--- src/rtl/byte_stream_pkg.sv ---
// Shared definitions for the word-to-byte serializer: byte width and FSM state encoding.
package byte_stream_pkg;

  localparam int unsigned ByteW = 8;

  typedef enum logic {
    IDLE = 1'b0,
    SEND = 1'b1
  } state_e;

endpackage

--- src/rtl/word_fifo.sv ---
// Small power-of-two word buffer with registered pointers and an occupancy counter.
module word_fifo #(
  parameter int unsigned WIDTH = 32,
  parameter int unsigned DEPTH = 2
) (
  input  logic                       clk,
  input  logic                       rst,
  input  logic                       push,
  input  logic                       pop,
  input  logic [WIDTH-1:0]           wdata,
  output logic [WIDTH-1:0]           rdata,
  output logic                       full,
  output logic                       empty,
  output logic [$clog2(DEPTH):0]     count
);

  localparam int unsigned PtrW = $clog2(DEPTH);
  localparam int unsigned CntW = $clog2(DEPTH) + 1;

  logic [WIDTH-1:0] mem [DEPTH];
  logic [PtrW-1:0]  wr_ptr_q, rd_ptr_q;
  logic [CntW-1:0]  count_q;
  logic             do_push, do_pop;

  // Guarded so the counter can neither overflow nor underflow.
  assign do_push = push && !full;
  assign do_pop  = pop && !empty;

  always_ff @(posedge clk) begin
    if (rst) begin
      wr_ptr_q <= '0;
      rd_ptr_q <= '0;
      count_q  <= '0;
    end else begin
      if (do_push) wr_ptr_q <= wr_ptr_q + PtrW'(1);
      if (do_pop)  rd_ptr_q <= rd_ptr_q + PtrW'(1);
      if (do_push && !do_pop) begin
        count_q <= count_q + CntW'(1);
      end else if (!do_push && do_pop) begin
        count_q <= count_q - CntW'(1);
      end
    end
  end

  always_ff @(posedge clk) begin
    if (do_push) mem[wr_ptr_q] <= wdata;
  end

  assign rdata = mem[rd_ptr_q];
  assign full  = (count_q == CntW'(DEPTH));
  assign empty = (count_q == '0);
  assign count = count_q;

endmodule

--- src/rtl/word_to_byte.sv ---
// Serializes buffered words into a byte stream with valid/accept handshakes on both sides.
module word_to_byte
  import byte_stream_pkg::*;
#(
  parameter int unsigned BPW        = 4,
  parameter bit          MSB_FIRST  = 1'b0,
  parameter int unsigned FIFO_DEPTH = 2
) (
  input  logic                          clk,
  input  logic                          rst,
  input  logic                          w_valid,
  input  logic [BPW*8-1:0]              word_in,
  output logic                          w_ready,
  output logic                          b_rdy,
  input  logic                          b_akn,
  output logic [7:0]                    byte_out,
  output logic [$clog2(FIFO_DEPTH):0]   fifo_cnt,
  output logic                          busy
);

  localparam int unsigned WordW = BPW * ByteW;
  localparam int unsigned IdxW  = (BPW > 2) ? $clog2(BPW) : 1;
  localparam int unsigned CntW  = $clog2(FIFO_DEPTH) + 1;

  state_e            state_q, state_d;
  logic [IdxW-1:0]   idx_q, idx_d, sel;
  logic [WordW-1:0]  shift_q, shift_d, head;
  logic [ByteW-1:0]  byte_sel;
  logic [CntW-1:0]   cnt;
  logic              fifo_full, fifo_empty;
  logic              push, pop, last;

  // Held low during reset so no word can slip in while state is being cleared.
  assign w_ready = !fifo_full && !rst;
  assign push    = w_valid && w_ready;

  word_fifo #(
    .WIDTH (WordW),
    .DEPTH (FIFO_DEPTH)
  ) u_fifo (
    .clk   (clk),
    .rst   (rst),
    .push  (push),
    .pop   (pop),
    .wdata (word_in),
    .rdata (head),
    .full  (fifo_full),
    .empty (fifo_empty),
    .count (cnt)
  );

  always_ff @(posedge clk) begin
    if (rst) begin
      state_q <= IDLE;
      idx_q   <= '0;
      shift_q <= '0;
    end else begin
      state_q <= state_d;
      idx_q   <= idx_d;
      shift_q <= shift_d;
    end
  end

  assign last = (idx_q == IdxW'(BPW - 1));

  always_comb begin
    state_d = state_q;
    idx_d   = idx_q;
    shift_d = shift_q;
    pop     = 1'b0;
    unique case (state_q)
      IDLE: begin
        if (!fifo_empty) begin
          pop     = 1'b1;
          shift_d = head;
          idx_d   = '0;
          state_d = SEND;
        end
      end
      SEND: begin
        if (b_akn) begin
          if (last) begin
            idx_d = '0;
            // Reload straight from the buffer so consecutive words leave no gap.
            if (!fifo_empty) begin
              pop     = 1'b1;
              shift_d = head;
            end else begin
              shift_d = '0;
              state_d = IDLE;
            end
          end else begin
            idx_d = idx_q + IdxW'(1);
          end
        end
      end
      default: state_d = IDLE;
    endcase
  end

  always_comb begin
    sel = MSB_FIRST ? (IdxW'(BPW - 1) - idx_q) : idx_q;
    byte_sel = '0;
    for (int unsigned i = 0; i < BPW; i++) begin
      if (sel == IdxW'(i)) byte_sel = shift_q[i*ByteW +: ByteW];
    end
  end

  assign b_rdy    = (state_q == SEND);
  assign byte_out = b_rdy ? byte_sel : '0;
  assign fifo_cnt = cnt;
  assign busy     = (cnt != '0) || b_rdy;

endmodule

--- config.mk ---
export PLATFORM = sky130hd
export DESIGN_NAME = word_to_byte
export DESIGN_NICKNAME = d
export VERILOG_FILES = /design/src/rtl/byte_stream_pkg.sv /design/src/rtl/word_fifo.sv /design/src/rtl/word_to_byte.sv
export SDC_FILE = /design/constraint.sdc
export NUM_CORES = 1
export LEC_CHECK = 0
export ABC_AREA = 1
export CORE_MARGIN = 5
export CORE_UTILIZATION = 30
export CTS_BUF_LIST = sky130_fd_sc_hd__clkbuf_4
export CTS_CLUSTER_DIAMETER = 80
export DETAILED_ROUTE_END_ITERATION = 8
export PLACE_DENSITY_LB_ADDON = 0.08
export SLEW_MARGIN = 15
export SYNTH_ARGS = -nofsm -noshare
export SYNTH_HDL_FRONTEND = slang
export SYNTH_SLANG_ARGS = --single-unit
--- constraint.sdc ---
create_clock -name clk -period 3.6 [get_ports clk]
set_input_delay 0.72 -clock clk [delete_from_list [all_inputs] [get_ports clk]]
set_output_delay 0.72 -clock clk [all_outputs]
set_load 0.02 [all_outputs]
==> impl_metrics.ini, run 1 <==
[cells_and_area]
syn2layout_area_growth_pct = 16.2
final_nets = 574
multi_input_area_um2 = 1490
fill_cells = 1489
sequential_cell_area_um2 = 2720
final_layout_size_suffix_gt1_share_pct = 9.48

[routing]
routed_via_density = 4.37
ant_nets = 0
post_drt_wl_per_cell_um = 13.7
route.final.wire_length_um = 9890
drc = 0
firstDrtPassIters = 4
via_count = 3162
detail_route.iter0.violations = 160

[run_status]
status = complete, no violations

[logic_synthesis]
synth_seq_area_share_pct = 61.0
mappedNetlistNets = 533
syn-instance-count = 492
synth_enable_flop_cells = 64
share_of_async_settable_or_async_resettable_flops_after_synthesis_pct = 0
ys.flop_type = edfxtp_1
ys_top_cells_by_count = 213 x nand2_1, 64 x edfxtp_1, 41 x nor2_1
yosys.cell_types.count = 22
yosysWarnings = 0
yosysMostFrequentCell = nand2_1
synth_area_um2 = 4460
yosys_register_bits = 104
synth_largest_type_area_fraction_pct = 43.1
synth_largest_area_cell = edfxtp_1
avgSynthCellArea_um2 = 9.07
cell_types_occupying_the_most_area_after_synthesis = edfxtp_1 43%, dfxtp_1 18%, nand2_1 18%, a21oi_1 3.5%, nor2_1 3.4%

[critical_path]
worst-endpoint-required_ns = 2.88
crit-reg2reg-launch = b_rdy
worstReg2RegEnd = shift_q[13]
reg2regPathDepth = 5
worst-path-max-fanout = 9
timing_worst_setup_path_type = reg -> out
worst_ep_arrival_time_ns = 2.53
crit_path_end_kind = primary output
crit_path_start_kind = flop
worst-r2r-setup-slack_ns = 1.51

[sta]
finalSetupTns_ns = 0
finalCriticalPeriod_ns = 3.25
hold_violations = 0
grt_setup_unrepaired = false
fmax_mhz = 308
fin_skew_ns = 0.0147
worst_pin_slew_ns = 1.10
min_period_over_period_pct = 90.2
setup_viol = 0
timing.slew.headroom_pct = 26.7
timing.final.max_slew_violations = 0

[floorplan]
die_area_um2 = 17400
placement_rows = 44
die_height_um = 132
initial_core_util_pct = 30.6
core_area_um2 = 14600
die_width_um = 132
io_pins = 49

[clock_network]
postcts_setup_bufs = 0
post_cts_resized = 0
path_clk_slew_ns = 0.15
insertion_delay_ns = 0.46
ctsRootBufferMaster = clkbuf_4
tritoncts = done
ctsHoldBuffers = 0
cts.sink_count = 104
cts-root-to-sink-buffers = 2
cts_made_buffers = 9
cts-htree-levels = 3

[placement]
post-dp-hpwl_um = 6510
io_buffers = 48
globalplace.congestion = 0.793

[grt]
overflow = 0
grt_use_total_pct = 11.9
first_pass_grt_wire_length_um = 16500
via_count_of_the_first_global_routing_pass = 3165
grt_antenna_before_repair = 1
grt_max_degree = 49

[pwr]
power.density_nw_per_um2 = 690
seq_power_share_pct = 45.1
p_comb_share_pct = 39.6
p_sw_share_pct = 40.2
power.leakage_nw = 2.14
power.clock.fraction_pct = 15.3
power.total_mw = 3.58
total_switching_power_mw = 1.44
p_int_mw = 2.14
ir_worst_vdd_uv = 284

[flow_run]
timing.max_cap.violations = 0

[hold_path]
whs_path_depth = 2
hold_path_end = u_fifo.wr_ptr_q
hold_path.startpoint = u_fifo.wr_ptr_q
hold_path.class = reg -> reg
==> state kept, by name (all words and copies together), names as in the netlist, named ones only <==
signal and flops:
u_fifo.wr_ptr_q 1, u_fifo.mem 64, u_fifo.rd_ptr_q 1, b_rdy 1, shift_q 32, u_fifo.count 2
idx_q 2
==> per-stage QoR <==
| stage | hold WS [ns] | utilization (%) | instance area (um^2) | std cells | setup WS (ns) |
|---|---|---|---|---|---|
| after detailed placement | 0.460 | 34.7 | 5060 | 706 | 0.807 |
| after CTS | 0.481 | 35.5 | 5180 | 722 | 0.246 |
| after global routing | 0.503 | 35.5 | 5180 | 723 | 0.154 |
| final | 0.477 | 35.5 | 5180 | 723 | 0.354 |
| after floorplan | 0.439 | - | 4460 | 492 | 0.864 |
| after global placement | 0.454 | 34.7 | 5060 | 706 | 0.855 |
==> cell usage in the layout (no fill, tap or decap), types with 2 or more instances in the layout <==
cell type	Yosys	layout
clkinv_1	1	2
edfxtp_1	64	64
nand2_4	3	3
inv_1	23	22
dfxtp_1	40	40
clkbuf_4	0	13
o21ai_0	10	10
clkdlybuf4s50_1	0	48
a21oi_1	31	31
nand3_1	4	4
nor2_2	20	21
inv_2	1	2
buf_4	1	6
nor2_1	41	40
ha_1	5	5
o211ai_1	8	8
nand2_1	213	213
==> routing by layer <==
metal / GRT usage, % / vias to the layer above / share of wire (%)
met3: 2.98 / 8 / 2.9
met4: 4.46 / 0 / 1.0
met2: 19.3 / 37 / 48
met1: 15.2 / 1462 / 48
li1: - / 1655 / -
met5: 0 / - / 0
==> power by group through the flow <==
| stage | Clock [mW] | Combinational [mW] | Sequential (mW) |
|---|---|---|---|
| final | 0.547 | 1.42 | 1.61 |
| after global routing | 0.628 | 1.66 | 1.64 |
| after CTS | 0.586 | 1.47 | 1.62 |
| after detailed placement | 0 | 1.46 | 1.64 |
| after global placement | 0 | 1.46 | 1.65 |
| after floorplan | 0 | 1.17 | 1.61 |
==> final cells by class <==
cell class	instances	share of cell area, %
flip-flops and latches	104	52.5
clock buffers	13	1.88
multi-input cells	338	28.7
repair buffers	54	10.1
diodes	1	0.0483
inverters	26	1.93
well taps	184	4.44
clock inverters	3	0.386
==> critical path: stages (launching register included) <==
cell and delay (ns):
dfxtp_1 0.39, inv_1 0.09, ha_1 0.33, inv_1 0.25, o211ai_1 0.14, a21oi_1 0.22, clkdlybuf4s50_1 0.65
==> cells by family (layout without fill, tap and decap cells) <==
group | after synthesis | in the layout | share of synthesized area, %
buffers and inverters | 50 | 96 | 5.75
other | 0 | 1 | 0
and+or+nand+nor | 284 | 284 | 25.9
adders and majority gates | 5 | 5 | 1.40
DFF | 104 | 104 | 61.0
AOI/OAI and AO/OA | 49 | 49 | 5.94
==> how the worst max path moves through the flow <==
stage	start	endpoint	slack (ns)	cells past startpoint
after floorplan	rst	u_fifo.mem[1][0]	0.86	3
after global placement	rst	w_ready	0.86	3
after detailed placement	idx_q[0]	byte_out[4]	0.81	6
after CTS	idx_q[0]	byte_out[4]	0.25	6
after global routing	idx_q[0]	byte_out[4]	0.15	6
final	idx_q[0]	byte_out[4]	0.35	6
Note: power is estimated with default switching activity, not from simulation.
==> inputs of run 2 (changes only) <==
- SETUP_SLACK_MARGIN: unset -> 0.02
- clock period: 3.6 -> 4 ns (I/O delays scaled with it)
==> impl_metrics.ini, run 2 (synthesis results as in run 1) <==
[critical_path]
worst-endpoint-required_ns = 3.20
timing.critical_path.mode_cell = inv_1
timing_worst_setup_path_type = reg -> out
crit_path_end_kind = primary output
crit_slowest_cell = clkdlybuf4s50_1
cp_cell_sequence = inv_1 -> ha_1 -> inv_1 -> o211ai_1 -> a21oi_1 -> clkdlybuf4s50_1
crit_path_start_kind = flop
worst-path-max-fanout = 9
worst_ep_arrival_time_ns = 2.59
critical_path.max_stage_delay_ns = 0.65

[routing]
met1_wire_length_um = 5040
via_count = 3130
route.final.wire_length_um = 10000
detail_route.iter0.violations = 163
firstDrtPassIters = 4
ant_nets = 0
drc = 0
routed_via_density = 4.34
wl_met2_um = 4570
post_drt_wl_per_cell_um = 13.9
wl_met3_um = 201
maxUsedRoutingLayer = met4

[grt]
via_count_of_the_first_global_routing_pass = 3218
overflow = 0
grt_antenna_before_repair = 1
grt_use_total_pct = 12.0
grt_max_degree = 49
first_pass_grt_wire_length_um = 16600

[sta]
finalSetupTns_ns = 0
hold_violations = 0
timing.final.max_slew_violations = 0
timing.slew.headroom_pct = 24.2
worst_hold_margin_ns = 0.488
finalWorstSetupSlack_ns = 0.613
min_period_over_period_pct = 84.7
setup_viol = 0
grt_setup_unrepaired = false
worst_pin_slew_ns = 1.13
fin_skew_ns = 0.0192
fmax_mhz = 295
finalCriticalPeriod_ns = 3.39

[clock_network]
insertion_delay_ns = 0.46
cts_made_buffers = 9
ctsRootBufferMaster = clkbuf_4
ctsHoldBuffers = 0
cts.sink_count = 104
cts-root-to-sink-buffers = 2
tritoncts = done
post_cts_resized = 0
path_clk_slew_ns = 0.16
postcts_setup_bufs = 0
cts-htree-levels = 3

[pwr]
ir_worst_vdd_uv = 216
power.density_nw_per_um2 = 631
power.leakage_nw = 2.14

[cells_and_area]
multi_input_area_um2 = 1490
most_frequent_standard_cell_in_the_layout_excluding_fill_and_tap_cells = nand2_1
sequential_cell_area_um2 = 2720
largestRegisters = u_fifo.mem: 64 flops, shift_q: 32 flops
final_cell_area_um2 = 5200
regMostFlops = u_fifo.mem
largest_register_ffs = 64
finalCoreUtilization_pct = 35.7
final_nets = 573
syn2layout_area_growth_pct = 16.6
final_layout_size_suffix_gt1_share_pct = 9.12
fill_cells = 1507
mostFrequentLayoutCells = 213 x nand2_1, 64 x edfxtp_1, 48 x clkdlybuf4s50_1

[floorplan]
initial_core_util_pct = 30.6
die_area_um2 = 17400
die_width_um = 132
core_area_um2 = 14600
die_height_um = 132
placement_rows = 44
io_pins = 49

[flow_run]
timing.max_cap.violations = 0

[placement]
post-dp-hpwl_um = 6600
io_buffers = 48
dpl_worst_slack_ns = 1.07
globalplace.congestion = 0.780
cell_area_after_placement_um2 = 5070

[run_status]
status = complete, no violations

[hold_path]
hold_path.class = reg -> reg
==> run 2: cell count changes in the layout (fill, tap and decap cells not counted), sizes merged <==
cell / before / now
buf: 6 / 5
clkbuf: 13 / 11
clkinv: 3 / 4
bufinv: 0 / 1
==> run 2: path summary, 6_finish.rpt <==
path              slack, ns       startpoint              end  cells after the start
hold / removal         0.49  u_fifo.wr_ptr_q  u_fifo.wr_ptr_q                      2
setup reg to reg       1.87            b_rdy      shift_q[14]                      5
setup / recovery       0.61         idx_q[0]      byte_out[4]                      6
hold reg to reg        0.49  u_fifo.wr_ptr_q  u_fifo.wr_ptr_q                      2
==> run 2: power by group <==
part	switching [mW]	internal [mW]
logic	0.844	0.447
registers	0.127	1.33
clock network	0.340	0.200
total	1.31	1.97
==> run 2: metrics by stage <==
stage / power [mW] / cells
2_1_floorplan: 2.50 / 492
3_3_place_gp: 2.79 / 705
3_5_place_dp: 2.80 / 705
4_1_cts: 3.35 / 721
5_1_grt: 3.59 / 722
6_report: 3.28 / 722
==> run 2: final cells by class <==
type / count / area share [%]
Sequential cell: 104 / 52.3
Multi-Input combinational cell: 338 / 28.6
Timing Repair Buffer: 53 / 10.2
Tap cell: 184 / 4.42
Inverter: 26 / 1.92
Clock buffer: 11 / 1.59
Clock inverter: 5 / 0.962
Antenna cell: 1 / 0.0481
==> run 2: per-layer routing <==
layer  GRT usage (%)  up-vias
li1                -     1647
met1            16.0     1434
met2            19.1       36
met3            2.21       13
met4            5.37        0
met5               0        -
==> run 2: critical path: cells and delay by family (launching register included) <==
kind / cells / cell delay (ns)
AOI/OAI and AO/OA: 2 / 0.37
adders and majority gates: 1 / 0.33
buffers and inverters: 3 / 1.02
DFF: 1 / 0.40
==> inputs of run 3 (changes only) <==
- clock period: 4 -> 3.35 ns (I/O delays scaled with it)
==> impl_metrics.ini, run 3 (synthesis results as in run 1) <==
[run_status]
status = complete, no violations

[routing]
post_drt_wl_per_cell_um = 13.8
drc = 0
route.final.wire_length_um = 10000
via_count = 3169
firstDrtPassIters = 4
routed_via_density = 4.38
ant_nets = 0
detail_route.iter0.violations = 146

[sta]
fin_skew_ns = 0.0319
min_period_over_period_pct = 94.4
finalSetupTns_ns = 0
setup_viol = 0
finalWorstSetupSlack_ns = 0.189
fmax_mhz = 316
timing.slew.headroom_pct = 57.3
grt_setup_unrepaired = false
hold_violations = 0
finalCriticalPeriod_ns = 3.16
worst_hold_margin_ns = 0.483
worst_pin_slew_ns = 0.640
timing.final.max_slew_violations = 0

[critical_path]
critical_path.max_stage_delay_ns = 0.64
worst-r2r-setup-slack_ns = 1.27
worstReg2RegEnd = shift_q[19]
timing_worst_setup_path_type = reg -> out
crit_path_start_kind = flop
crit_path_end_kind = primary output
worst-path-max-fanout = 9
worst-endpoint-required_ns = 2.68
cpLargestDelayFamily = buffers and inverters
reg2regPathDepth = 8
cp_cell_sequence = inv_1 -> ha_1 -> inv_2 -> o211ai_1 -> a21oi_1 -> clkdlybuf4s50_1
crit-reg2reg-launch = idx_q[0]
worst_ep_arrival_time_ns = 2.49
crit_slowest_cell = clkdlybuf4s50_1
cp_num_buf_inv = 3

[cells_and_area]
most_frequent_standard_cell_in_the_layout_excluding_fill_and_tap_cells = nand2_1
final_layout_size_suffix_gt1_share_pct = 10.2
largest_register_ffs = 64
largestRegisters = u_fifo.mem: 64 flops, shift_q: 32 flops
final_nets = 575
mostFrequentLayoutCells = 213 x nand2_1, 64 x edfxtp_1, 44 x clkdlybuf4s50_1
syn2layout_area_growth_pct = 17.7
regMostFlops = u_fifo.mem
instances_no_fill = 724
final_cell_area_um2 = 5250

[placement]
post-dp-hpwl_um = 6510
cell_area_after_placement_um2 = 5070
io_buffers = 48
dpl_worst_slack_ns = 0.596
globalplace.congestion = 0.773
place_inst = 707

[pwr]
p_comb_share_pct = 38.4
power.density_nw_per_um2 = 762
total_switching_power_mw = 1.57
seq_power_share_pct = 43.2
ir_worst_vdd_uv = 230
p_int_mw = 2.44
p_sw_share_pct = 39.1
power.clock.fraction_pct = 18.4
power.leakage_nw = 2.23

[clock_network]
postcts_setup_bufs = 0
cts_made_buffers = 9
path_clk_slew_ns = 0.17
insertion_delay_ns = 0.48
tritoncts = done
cts-root-to-sink-buffers = 2
cts-htree-levels = 3
ctsHoldBuffers = 0
cts.sink_count = 104
ctsRootBufferMaster = clkbuf_4

[hold_path]
hold_path_end = u_fifo.wr_ptr_q
hold_path.startpoint = u_fifo.wr_ptr_q
whs_path_depth = 2
hold_path.class = reg -> reg

[floorplan]
core_area_um2 = 14600
die_width_um = 132
initial_core_util_pct = 30.6
placement_rows = 44
die_area_um2 = 17400
io_pins = 49
die_height_um = 132

[grt]
grt_use_total_pct = 12.1
grt_max_degree = 49
first_pass_grt_wire_length_um = 16700
grt_antenna_before_repair = 1
overflow = 0
via_count_of_the_first_global_routing_pass = 3237

[flow_run]
timing.max_cap.violations = 0
-- run 3: cell count changes in the layout (fill, tap and decap cells not counted), moves of 2 or more --
cell / before / now
dlymetal6s2s_1: 0 / 4
clkdlybuf4s50_1: 48 / 44
buf_4: 4 / 7
inv_1: 22 / 20
clkinv_1: 3 / 1
-- run 3: routing by layer --
metal	global-route usage [%]	part of all wire [%]	wire, um
met1	15.5	49	4880
met5	0	0	0
met2	19.8	47	4730
met4	5.14	1.9	194
met3	2.40	1.9	194
-- run 3: layout make-up --
class                      instances  area (um^2)
tap                              184          230
fill                            1531         9340
multi-input combinational        338         1490
inverter                          26          104
clock buffer                      11         82.6
antenna                            1         2.50
timing repair buffer              55          543
sequential                       104         2720
clock inverter                     5         81.3
-- run 3: worst reg2reg max path, stage by stage, from the launching register on --
cell and delay (ns):
dfxtp_1 0.41, ha_1 0.41, nand2_2 0.11, nand2_4 0.12, nand2_4 0.16, inv_4 0.47, nand2_1 0.17, nand2_1 0.09
nor2_1 0.04
-- run 3: worst max path at each step --
stage / from / to / slack [ns] / cells after the start
2_1_floorplan: rst / u_fifo.mem[1][0] / 0.66 / 3
3_3_place_gp: idx_q[0] / byte_out[7] / 0.66 / 6
3_5_place_dp: idx_q[0] / byte_out[5] / 0.60 / 6
4_1_cts: idx_q[0] / byte_out[7] / 0.09 / 6
5_1_grt: idx_q[0] / byte_out[5] / 0.03 / 6
6_report: idx_q[0] / byte_out[5] / 0.19 / 6
-- run 3: power groups by stage --
stage                     Clock, mW  Combinational, mW  Sequential, mW
after detailed placement          0               1.58            1.76
after global routing          0.824               1.79            1.76
after global placement            0               1.58            1.77
after CTS                     0.775               1.59            1.73
after floorplan                   0               1.25            1.73
final                         0.737               1.54            1.73
-- run 3: repair_timing --
action                     CTS  global route
setup endpoints to repair    4             5
gates resized for setup      1             5
hold endpoints to repair     0             0
-- run 3: metrics by stage --
stage	power [mW]	util (%)
after floorplan	2.98	-
after global placement	3.34	34.8
after detailed placement	3.34	34.8
after CTS	4.10	35.9
after global routing	4.37	36.0
final	4.00	36.0
